**config.mk**
```make
export PLATFORM = sky130hd
export DESIGN_NAME = ysyx_22041211_mem_arbiter
export DESIGN_NICKNAME = d
export VERILOG_FILES = /design/src/rtl/ysyx_22041211_mem_arbiter.sv
export SDC_FILE = /design/constraint.sdc
export NUM_CORES = 1
export LEC_CHECK = 0
export BUFFER_PORTS_ARGS = -buffer_cell sky130_fd_sc_hd__buf_2
export CAP_MARGIN = 10
export CORE_AREA = 2 2 113 115
export DETAILED_ROUTE_END_ITERATION = 16
export DIE_AREA = 0 0 115 117
export PLACE_DENSITY = 0.74
export SETUP_SLACK_MARGIN = 0.5
export SKIP_CTS_REPAIR_TIMING = 1
export SYNTH_ARGS = -nofsm -noshare
export SYNTH_HDL_FRONTEND = slang
export SYNTH_SLANG_ARGS = --single-unit
```
**constraint.sdc**
```tcl
create_clock -name clk -period 1.5 [get_ports clk]
set_input_delay 0.15 -clock clk [delete_from_list [all_inputs] [get_ports clk]]
set_output_delay 0.15 -clock clk [all_outputs]
set_load 0.02 [all_outputs]
```
**src/rtl/ysyx_22041211_mem_arbiter.sv**
```systemverilog
// ysyx_22041211_mem_arbiter
//   Shares the single SRAM request/response port between the IFU (read-only)
//   and the LSU (read/write). One transaction is in flight at a time:
//   IDLE -> ISSUE -> WAIT -> RESP -> IDLE.
//
// Ports
//   clk, rst              clock; synchronous active-low reset
//   ifu_req_*/ifu_addr_i  IFU fetch request (valid/ready)
//   ifu_resp_*/ifu_rdata  IFU fetch response (valid/ready)
//   lsu_req_*/lsu_addr_i/lsu_wen_i/lsu_wdata_i/lsu_wmask_i
//                         LSU load/store request (valid/ready)
//   lsu_resp_*/lsu_rdata  LSU response; rdata is 0 on a store ack
//   mem_req_*/mem_addr_o/mem_wdata_o/mem_wen_o/mem_wmask_o
//                         request channel to the SRAM wrapper
//   mem_resp_*/mem_rdata_i response channel from the SRAM wrapper
//   grant_o               01 = IFU owns the port, 10 = LSU, 00 = idle
//
// Configuration
//   ARB_ROUND_ROBIN_EN    when defined, a tie goes to the master not granted
//                         last (1-bit history, resets to IFU so the LSU wins
//                         the first tie). Undefined: fixed LSU-over-IFU.

module ysyx_22041211_mem_arbiter #(
    parameter int ADDR_LEN = 32,
    parameter int DATA_LEN = 32
) (
    input  logic                clk,
    input  logic                rst,
    input  logic                ifu_req_valid_i,
    output logic                ifu_req_ready_o,
    input  logic [ADDR_LEN-1:0] ifu_addr_i,
    output logic                ifu_resp_valid_o,
    input  logic                ifu_resp_ready_i,
    output logic [DATA_LEN-1:0] ifu_rdata_o,
    input  logic                lsu_req_valid_i,
    output logic                lsu_req_ready_o,
    input  logic [ADDR_LEN-1:0] lsu_addr_i,
    input  logic                lsu_wen_i,
    input  logic [DATA_LEN-1:0] lsu_wdata_i,
    input  logic [7:0]          lsu_wmask_i,
    output logic                lsu_resp_valid_o,
    input  logic                lsu_resp_ready_i,
    output logic [DATA_LEN-1:0] lsu_rdata_o,
    output logic                mem_req_valid_o,
    input  logic                mem_req_ready_i,
    output logic [ADDR_LEN-1:0] mem_addr_o,
    output logic [DATA_LEN-1:0] mem_wdata_o,
    output logic                mem_wen_o,
    output logic [7:0]          mem_wmask_o,
    input  logic                mem_resp_valid_i,
    output logic                mem_resp_ready_o,
    input  logic [DATA_LEN-1:0] mem_rdata_i,
    output logic [1:0]          grant_o
);

    typedef enum logic [1:0] {
        ST_IDLE  = 2'd0,
        ST_ISSUE = 2'd1,
        ST_WAIT  = 2'd2,
        ST_RESP  = 2'd3
    } state_t;

    localparam logic [1:0] GRANT_NONE = 2'b00;
    localparam logic [1:0] GRANT_IFU  = 2'b01;
    localparam logic [1:0] GRANT_LSU  = 2'b10;

    // An IFU fetch always reads one full 32-bit instruction word.
    localparam logic [7:0] IFU_WMASK = 8'h0F;

    state_t              state_r;
    state_t              state_nxt_s;
    logic [1:0]          grant_r;
    logic [ADDR_LEN-1:0] addr_r;
    logic [DATA_LEN-1:0] wdata_r;
    logic                wen_r;
    logic [7:0]          wmask_r;
    logic [DATA_LEN-1:0] rdata_r;

    logic                ifu_pick_s;
    logic                lsu_pick_s;
    logic                ifu_hs_s;
    logic                lsu_hs_s;
    logic                resp_hs_s;

`ifdef ARB_ROUND_ROBIN_EN
    // 1 = LSU was granted most recently, 0 = IFU (reset value).
    logic                last_lsu_r;
`endif

    // Arbitration between the two masters' raw valids.
    always_comb begin
        ifu_pick_s = 1'b0;
        lsu_pick_s = 1'b0;
        if (ifu_req_valid_i && lsu_req_valid_i) begin
`ifdef ARB_ROUND_ROBIN_EN
            lsu_pick_s = ~last_lsu_r;
            ifu_pick_s = last_lsu_r;
`else
            lsu_pick_s = 1'b1;
            ifu_pick_s = 1'b0;
`endif
        end else begin
            ifu_pick_s = ifu_req_valid_i;
            lsu_pick_s = lsu_req_valid_i;
        end
    end

    // Request handshakes only in IDLE and never while reset is asserted, so
    // ready stays low during reset even if a master holds valid high.
    assign ifu_hs_s = ifu_pick_s && (state_r == ST_IDLE) && rst;
    assign lsu_hs_s = lsu_pick_s && (state_r == ST_IDLE) && rst;

    // Response handshake with whichever master owns the current transaction.
    always_comb begin
        resp_hs_s = 1'b0;
        case (grant_r)
            GRANT_IFU: resp_hs_s = ifu_resp_ready_i;
            GRANT_LSU: resp_hs_s = lsu_resp_ready_i;
            default:   resp_hs_s = 1'b0;
        endcase
    end

    // FSM state register.
    always_ff @(posedge clk) begin
        if (!rst) begin
            state_r <= ST_IDLE;
        end else begin
            state_r <= state_nxt_s;
        end
    end

    // FSM next-state logic.
    always_comb begin
        state_nxt_s = state_r;
        case (state_r)
            ST_IDLE: begin
                if (ifu_hs_s || lsu_hs_s) begin
                    state_nxt_s = ST_ISSUE;
                end else begin
                    state_nxt_s = ST_IDLE;
                end
            end
            ST_ISSUE: begin
                if (mem_req_ready_i) begin
                    state_nxt_s = ST_WAIT;
                end else begin
                    state_nxt_s = ST_ISSUE;
                end
            end
            ST_WAIT: begin
                if (mem_resp_valid_i) begin
                    state_nxt_s = ST_RESP;
                end else begin
                    state_nxt_s = ST_WAIT;
                end
            end
            ST_RESP: begin
                if (resp_hs_s) begin
                    state_nxt_s = ST_IDLE;
                end else begin
                    state_nxt_s = ST_RESP;
                end
            end
            default: state_nxt_s = ST_IDLE;
        endcase
    end

    // Transaction capture: request fields on accept, read data on response,
    // grant cleared when the owner takes its response.
    always_ff @(posedge clk) begin
        if (!rst) begin
            grant_r <= GRANT_NONE;
            addr_r  <= {ADDR_LEN{1'b0}};
            wdata_r <= {DATA_LEN{1'b0}};
            wen_r   <= 1'b0;
            wmask_r <= 8'h00;
            rdata_r <= {DATA_LEN{1'b0}};
        end else if (lsu_hs_s) begin
            grant_r <= GRANT_LSU;
            addr_r  <= lsu_addr_i;
            wdata_r <= lsu_wdata_i;
            wen_r   <= lsu_wen_i;
            wmask_r <= lsu_wmask_i;
        end else if (ifu_hs_s) begin
            grant_r <= GRANT_IFU;
            addr_r  <= ifu_addr_i;
            wdata_r <= {DATA_LEN{1'b0}};
            wen_r   <= 1'b0;
            wmask_r <= IFU_WMASK;
        end else if ((state_r == ST_WAIT) && mem_resp_valid_i) begin
            // A store acknowledges with zero data regardless of the bus.
            rdata_r <= wen_r ? {DATA_LEN{1'b0}} : mem_rdata_i;
        end else if ((state_r == ST_RESP) && resp_hs_s) begin
            grant_r <= GRANT_NONE;
        end
    end

`ifdef ARB_ROUND_ROBIN_EN
    // Remember which master was granted last, for tie breaking.
    always_ff @(posedge clk) begin
        if (!rst) begin
            last_lsu_r <= 1'b0;
        end else if (lsu_hs_s || ifu_hs_s) begin
            last_lsu_r <= lsu_hs_s;
        end else begin
            last_lsu_r <= last_lsu_r;
        end
    end
`endif

    // Output decode from the registered state and captured fields.
    always_comb begin
        ifu_req_ready_o  = ifu_hs_s;
        lsu_req_ready_o  = lsu_hs_s;
        mem_req_valid_o  = (state_r == ST_ISSUE);
        mem_resp_ready_o = (state_r == ST_WAIT);
        ifu_resp_valid_o = (state_r == ST_RESP) && (grant_r == GRANT_IFU);
        lsu_resp_valid_o = (state_r == ST_RESP) && (grant_r == GRANT_LSU);
        mem_addr_o       = addr_r;
        mem_wdata_o      = wdata_r;
        mem_wen_o        = wen_r;
        mem_wmask_o      = wmask_r;
        ifu_rdata_o      = rdata_r;
        lsu_rdata_o      = rdata_r;
        grant_o          = grant_r;
    end

endmodule

```
==> run_results.csv, run 1 <==
group,metric,value,unit
sta,maxSlewViolCount,0,
placement,numPortBuffers,289,
sta,fmax,0.605,GHz
worst_setup_path,crit_arrival,1.50,ns
worst_setup_path,start_kind,"register",
power,internal_power,5.37,mW
layout,final_cells,860,
hold_path,hp-class,"in2reg",
worst_setup_path,endpoint_kind,"output port",
worst_setup_path,r2r_cells,5,
power,power.density,978,nW/um^2
die,fp.dieH,117,um
clock_network,clkTransAtPathRegs,0.08,ns
layout,final_cell_mix,"buf_2, buf_4, dfxtp_2, buf_6, nand2_1",
layout,fill_cells,917,
detailed_routing,vias_per_cell,5.23,
sta,period_needed,1.65,ns
hold_path,hp-start,"lsu_wmask_i[4]",
layout,syn_to_final_growth,74.0,%
power,static-leakage-power,3.58,nW
worst_setup_path,r2r_end,"mem_addr_o[24]",
layout,fin_area,7780,um^2
power,power.switching,2.24,mW
global_routing,grt_max_degree,47,
yosys,syn-num-nets,566,
die,io-pin-count,290,
global_routing,antenna_found_initial,0,
worst_setup_path,path_depth,4,
yosys,synth_area,4470,um^2
yosys,synth_edf_count,0,
layout,final_common_cell,"buf_2",
layout,num_antenna_cells,0,
hold_path,hold_end,"mem_wmask_o[4]",
yosys,synth.distinct_cells,34,
die,die_area,13500,um^2
die,die_x,115,um
yosys,synth_area_per_cell,10.7,um^2
placement,placedInstanceArea,5900,um^2
detailed_routing,ant_nets,0,
worst_setup_path,r2r_slack,-0.04,ns
worst_setup_path,cpLargestDelayFamily,"simple AND/OR/NAND/NOR gates",
detailed_routing,drc,0,
layout,drive_gt1_share,71.7,%
worst_setup_path,critPathMaxFanout,7,
global_routing,grt_pass1_wl,18400,um
power,sw_frac_of_total,29.4,%
sta,rsz0062_at_grt,"yes",
power,ir_drop,0.000668,V
hold_path,hold_depth,2,
worst_setup_path,cp.required,1.35,ns
yosys,synthCells,419,
yosys,ys_seq_elements,109,
layout,seq_area,2320,um^2
placement,finalWeightedCongestion,0.790,
global_routing,grt.total_usage,17.2,%
yosys,yosysWarnings,0,
detailed_routing,vias,4499,
detailed_routing,post_drt_wl_per_cell,18.3,um
placement,place_hpwl,9490,um
global_routing,grt.overflow.total,0,
yosys,ys_seq_area_share,48.8,%
sta,relSlewSlack,59.8,%
clock_network,clock_path_buffers,2,
clock_network,htreeDepth,3,
worst_setup_path,worst-setup-path-type,"reg2out",
die,core,12300,um^2
clock_network,root_buffer,"clkbuf_16",
sta,hold_ws,0.0115,ns
worst_setup_path,path_cells,"or3b_4 -> nor2_4 -> buf_12 -> buf_8",
sta,worst_pin_slew,0.603,ns
clock_network,numCtsBuffers,9,
clock_network,clock_latency,0.35,ns
die,start_util,36.3,%
worst_setup_path,crit_path_top_delay_cell,"or3b_4",
layout,multiInputGateArea,2170,um^2
job,max_cap_violations,0,
layout,nNetsFinal,852,
sta,skew,0.0115,ns
yosys,yosys_most_used_dff,"dfxtp_1",
power,p_comb_share,26.2,%
clock_network,tritoncts,"yes",
outcome,status,"complete, but fails checks",
detailed_routing,wl,15700,um
worst_setup_path,path_buf_inv,2,
worst_setup_path,r2r_start,"state_r[1]",
worst_setup_path,max_stage_delay,0.46,ns
die,row_count,41,
yosys,async_flop_share,0,%
outcome,violations,"negative setup slack",
sta,fin_ws,-0.154,ns
clock_network,cts_num_sinks,109,
power,seqPwrFrac,43.1,%
sta,finalHoldViolations,0,
sta,period_share,110,%
detailed_routing,firstDrtPassIters,4,
detailed_routing,drt-initial-drc-count,215,
power,power.share.clock,30.6,%
global_routing,grt_pass1_vias,3803,
placement,post-place-cells,803,
sta,setup_viol,36,
==> registers in the layout, summed over array words and instances (netlist names) <==
signal and cells:
grant_o 2, ifu_rdata_o 32, mem_addr_o 32, mem_wdata_o 32, mem_wen_o 1, mem_wmask_o 8, state_r 2
==> worst reg2reg max path: stages, from the launching register on <==
cell and delay (ns):
dfxtp_2 0.32, or3b_4 0.46, nor2_4 0.22, buf_12 0.16
clkbuf_16 0.15, o221a_4 0.18
==> how the worst max path moves through the flow <==
stage	startpoint	to
6_report	state_r[1]	lsu_req_ready_o
5_1_grt	state_r[1]	lsu_req_ready_o
4_1_cts	state_r[0]	ifu_req_ready_o
3_5_place_dp	state_r[0]	mem_wmask_o[7]
3_3_place_gp	state_r[0]	ifu_req_ready_o
2_1_floorplan	state_r[0]	mem_addr_o[17]
==> power by group through the flow <==
stage / Sequential [mW] / Clock [mW] / Combinational, mW
finish: 3.28 / 2.33 / 2.00
global route: 3.30 / 2.51 / 2.10
CTS: 3.22 / 2.36 / 1.38
detailed placement: 3.28 / 0 / 1.38
global placement: 3.28 / 0 / 1.35
floorplan: 3.51 / 0 / 0.629
==> synth_stat cells (3+ instances only) <==
library cell	count	area, um^2
a21boi_0	32	240
buf_6	6	67.6
buf_4	33	248
nand2_1	38	143
buf_2	11	55.1
dfxtp_1	109	2180
a2bb2oi_1	4	35.0
a22o_1	37	324
nand3b_1	33	248
nor2b_1	3	18.8
o221a_2	30	338
clkbuf_1	24	90.1
o22a_1	32	280
==> metrics by stage <==
step	worst slack [ns]	power, mW	TNS (ns)	utilization [%]
after global placement	0.0703	4.63	0	47.9
after detailed placement	0.0147	4.66	0	47.9
after floorplan	0.139	4.14	0	-
final	-0.154	7.61	-0.752	63.2
after CTS	-0.347	6.96	-0.719	50.3
after global routing	-0.200	7.92	-2.51	63.2
==> cells by family (layout without fill, tap and decap cells) <==
kind of cell / after synthesis / in the layout / synth area share (%)
AOI/OAI and AO/OA: 145 / 145 / 29.2
DFF: 109 / 109 / 48.8
adders and majority gates: 2 / 2 / 0.559
and+or+nand+nor: 85 / 85 / 10.8
buffers and inverters: 78 / 369 / 10.6
==> area by class of cell <==
cell class / count / share of cell area [%]
repair buffers: 350 / 36.0
flip-flops and latches: 109 / 29.8
multi-input cells: 232 / 27.8
clock buffers: 9 / 2.89
well taps: 150 / 2.41
clock inverters: 7 / 0.852
inverters: 3 / 0.209
==> layer usage <==
layer / global-route usage, % / vias to the layer above / part of all wire [%] / routed length (um)
met5: 0 / - / 0 / 0
met4: 5.70 / 0 / 1.0 / 160
met3: 3.86 / 12 / 6.5 / 1020
met2: 31.0 / 227 / 53 / 8300
met1: 20.2 / 2154 / 40 / 6220
li1: - / 2106 / - / -
Note: power is estimated with default switching activity, not from simulation.
==> inputs of run 2 (changes only) <==
--- a/config.mk
+++ b/config.mk
@@ -10,6 +10,7 @@
 export CORE_AREA = 2 2 113 115
 export DETAILED_ROUTE_END_ITERATION = 16
 export DIE_AREA = 0 0 115 117
+export MAX_ROUTING_LAYER = met4
 export PLACE_DENSITY = 0.74
 export SETUP_SLACK_MARGIN = 0.5
 export SKIP_CTS_REPAIR_TIMING = 1
==> run_results.csv, run 2 (synthesized netlist as in run 1, its figures left out) <==
group,metric,value,unit
outcome,status,"complete, but fails checks",
outcome,violations,"negative setup slack",
layout,nNetsFinal,852,
sta,maxSlewViolCount,0,
detailed_routing,vias,4467,
detailed_routing,firstDrtPassIters,6,
worst_setup_path,cp-startpoint,"state_r[1]",
worst_setup_path,cp.required,1.35,ns
worst_setup_path,r2r_end,"mem_addr_o[24]",
clock_network,clock_latency,0.35,ns
global_routing,antenna_found_initial,0,
global_routing,grt.overflow.total,0,
placement,preCtsSetupSlack,0.0147,ns
clock_network,numCtsBuffers,9,
clock_network,tritoncts,"yes",
power,power.density,975,nW/um^2
layout,final_cell_mix,"buf_2, buf_4, dfxtp_2, buf_6, nand2_1",
power,static-leakage-power,3.59,nW
sta,tns,-0.744,ns
detailed_routing,post_drt_wl_per_cell,18.3,um
sta,fmax,0.605,GHz
sta,relSlewSlack,59.1,%
detailed_routing,vias_per_cell,5.19,
detailed_routing,drc,0,
die,fp.dieH,117,um
die,die_area,13500,um^2
die,io-pin-count,290,
layout,fin_area,7810,um^2
global_routing,grt_pass1_wl,18400,um
layout,final_cells,860,
worst_setup_path,start_kind,"register",
worst_setup_path,r2r_start,"state_r[1]",
detailed_routing,drt-initial-drc-count,216,
clock_network,cts_num_sinks,109,
die,start_util,36.3,%
power,ir_drop,0.000670,V
sta,finalHoldViolations,0,
global_routing,grt.total_usage,17.6,%
placement,place_hpwl,9490,um
sta,setup_viol,38,
sta,worst_pin_slew,0.613,ns
worst_setup_path,worst-setup-path-type,"reg2out",
worst_setup_path,crit_arrival,1.50,ns
job,max_cap_violations,0,
worst_setup_path,r2r_cells,5,
clock_network,clock_path_buffers,2,
sta,period_share,110,%
clock_network,root_buffer,"clkbuf_16",
detailed_routing,wl,15700,um
die,die_x,115,um
layout,final_common_cell,"buf_2",
worst_setup_path,r2r_slack,-0.04,ns
global_routing,grt_pass1_vias,3806,
worst_setup_path,endpoint,"lsu_req_ready_o",
layout,syn_to_final_growth,74.6,%
placement,numPortBuffers,289,
die,row_count,41,
sta,period_needed,1.65,ns
sta,skew,0.0111,ns
sta,fin_ws,-0.153,ns
placement,placedInstanceArea,5900,um^2
clock_network,clkTransAtPathRegs,0.08,ns
worst_setup_path,critPathMaxFanout,7,
hold_path,hp-class,"in2reg",
global_routing,grt_max_degree,47,
layout,num_antenna_cells,0,
sta,rsz0062_at_grt,"yes",
worst_setup_path,endpoint_kind,"output port",
layout,fill_cells,911,
detailed_routing,ant_nets,0,
placement,finalWeightedCongestion,0.802,
clock_network,htreeDepth,3,
placement,post-place-cells,803,
layout,drive_gt1_share,71.5,%
die,core,12300,um^2
[run 2: cell counts in the layout (fill, tap and decap cells not counted)]
Identical to the previous run, type by type.
[run 2: report_power, final]
group	leakage (nW)	total [mW]	switching, mW	internal, mW
clock	0.138	2.33	1.16	1.17
sequential	0.934	3.28	0.164	3.12
combinational	2.51	2.00	0.912	1.09
total	3.59	7.61	2.24	5.38
[run 2: worst max-delay path: stages, from the launching register on]
cell     delay, ns
dfxtp_2       0.32
or3b_4        0.46
nor2_4        0.15
buf_12        0.13
buf_8         0.10
[run 2: per-stage QoR]
stage	utilization [%]	total power [mW]	hold WS, ns
after floorplan	-	4.14	0.283
after global placement	47.9	4.63	0.366
after detailed placement	47.9	4.66	0.371
after CTS	50.3	6.96	0.00162
after global routing	63.4	7.92	-0.000344
final	63.4	7.61	0.0108
[run 2: worst min path at each step]
| stage | from | endpoint | slack, ns | cells past startpoint |
|---|---|---|---|---|
| after CTS | lsu_wdata_i[26] | mem_wdata_o[26] | 0.002 | 2 |
| after global placement | lsu_wdata_i[7] | mem_wdata_o[7] | 0.37 | 2 |
| after global routing | lsu_wdata_i[30] | mem_wdata_o[30] | -0.0003 | 2 |
| after floorplan | lsu_wdata_i[0] | mem_wdata_o[0] | 0.28 | 1 |
| after detailed placement | lsu_wdata_i[26] | mem_wdata_o[26] | 0.37 | 2 |
| final | lsu_wmask_i[4] | mem_wmask_o[4] | 0.01 | 2 |
[run 2: area by class of cell]
type | count | area (um^2) | area share, %
Clock buffer | 9 | 225 | 2.88
Clock inverter | 7 | 66.3 | 0.849
Inverter | 3 | 16.3 | 0.208
Multi-Input combinational cell | 232 | 2170 | 27.7
Sequential cell | 109 | 2320 | 29.7
Tap cell | 150 | 188 | 2.40
Timing Repair Buffer | 350 | 2830 | 36.3
[run 2: routing by layer]
metal	up-vias	share of wire (%)	global-route usage (%)	wire length (um)
li1	2109	-	-	-
met1	2128	40	20.5	6220
met2	217	53	30.9	8320
met3	13	6.5	4.12	1020
met4	0	1.0	4.26	161
met5	-	0	-	0
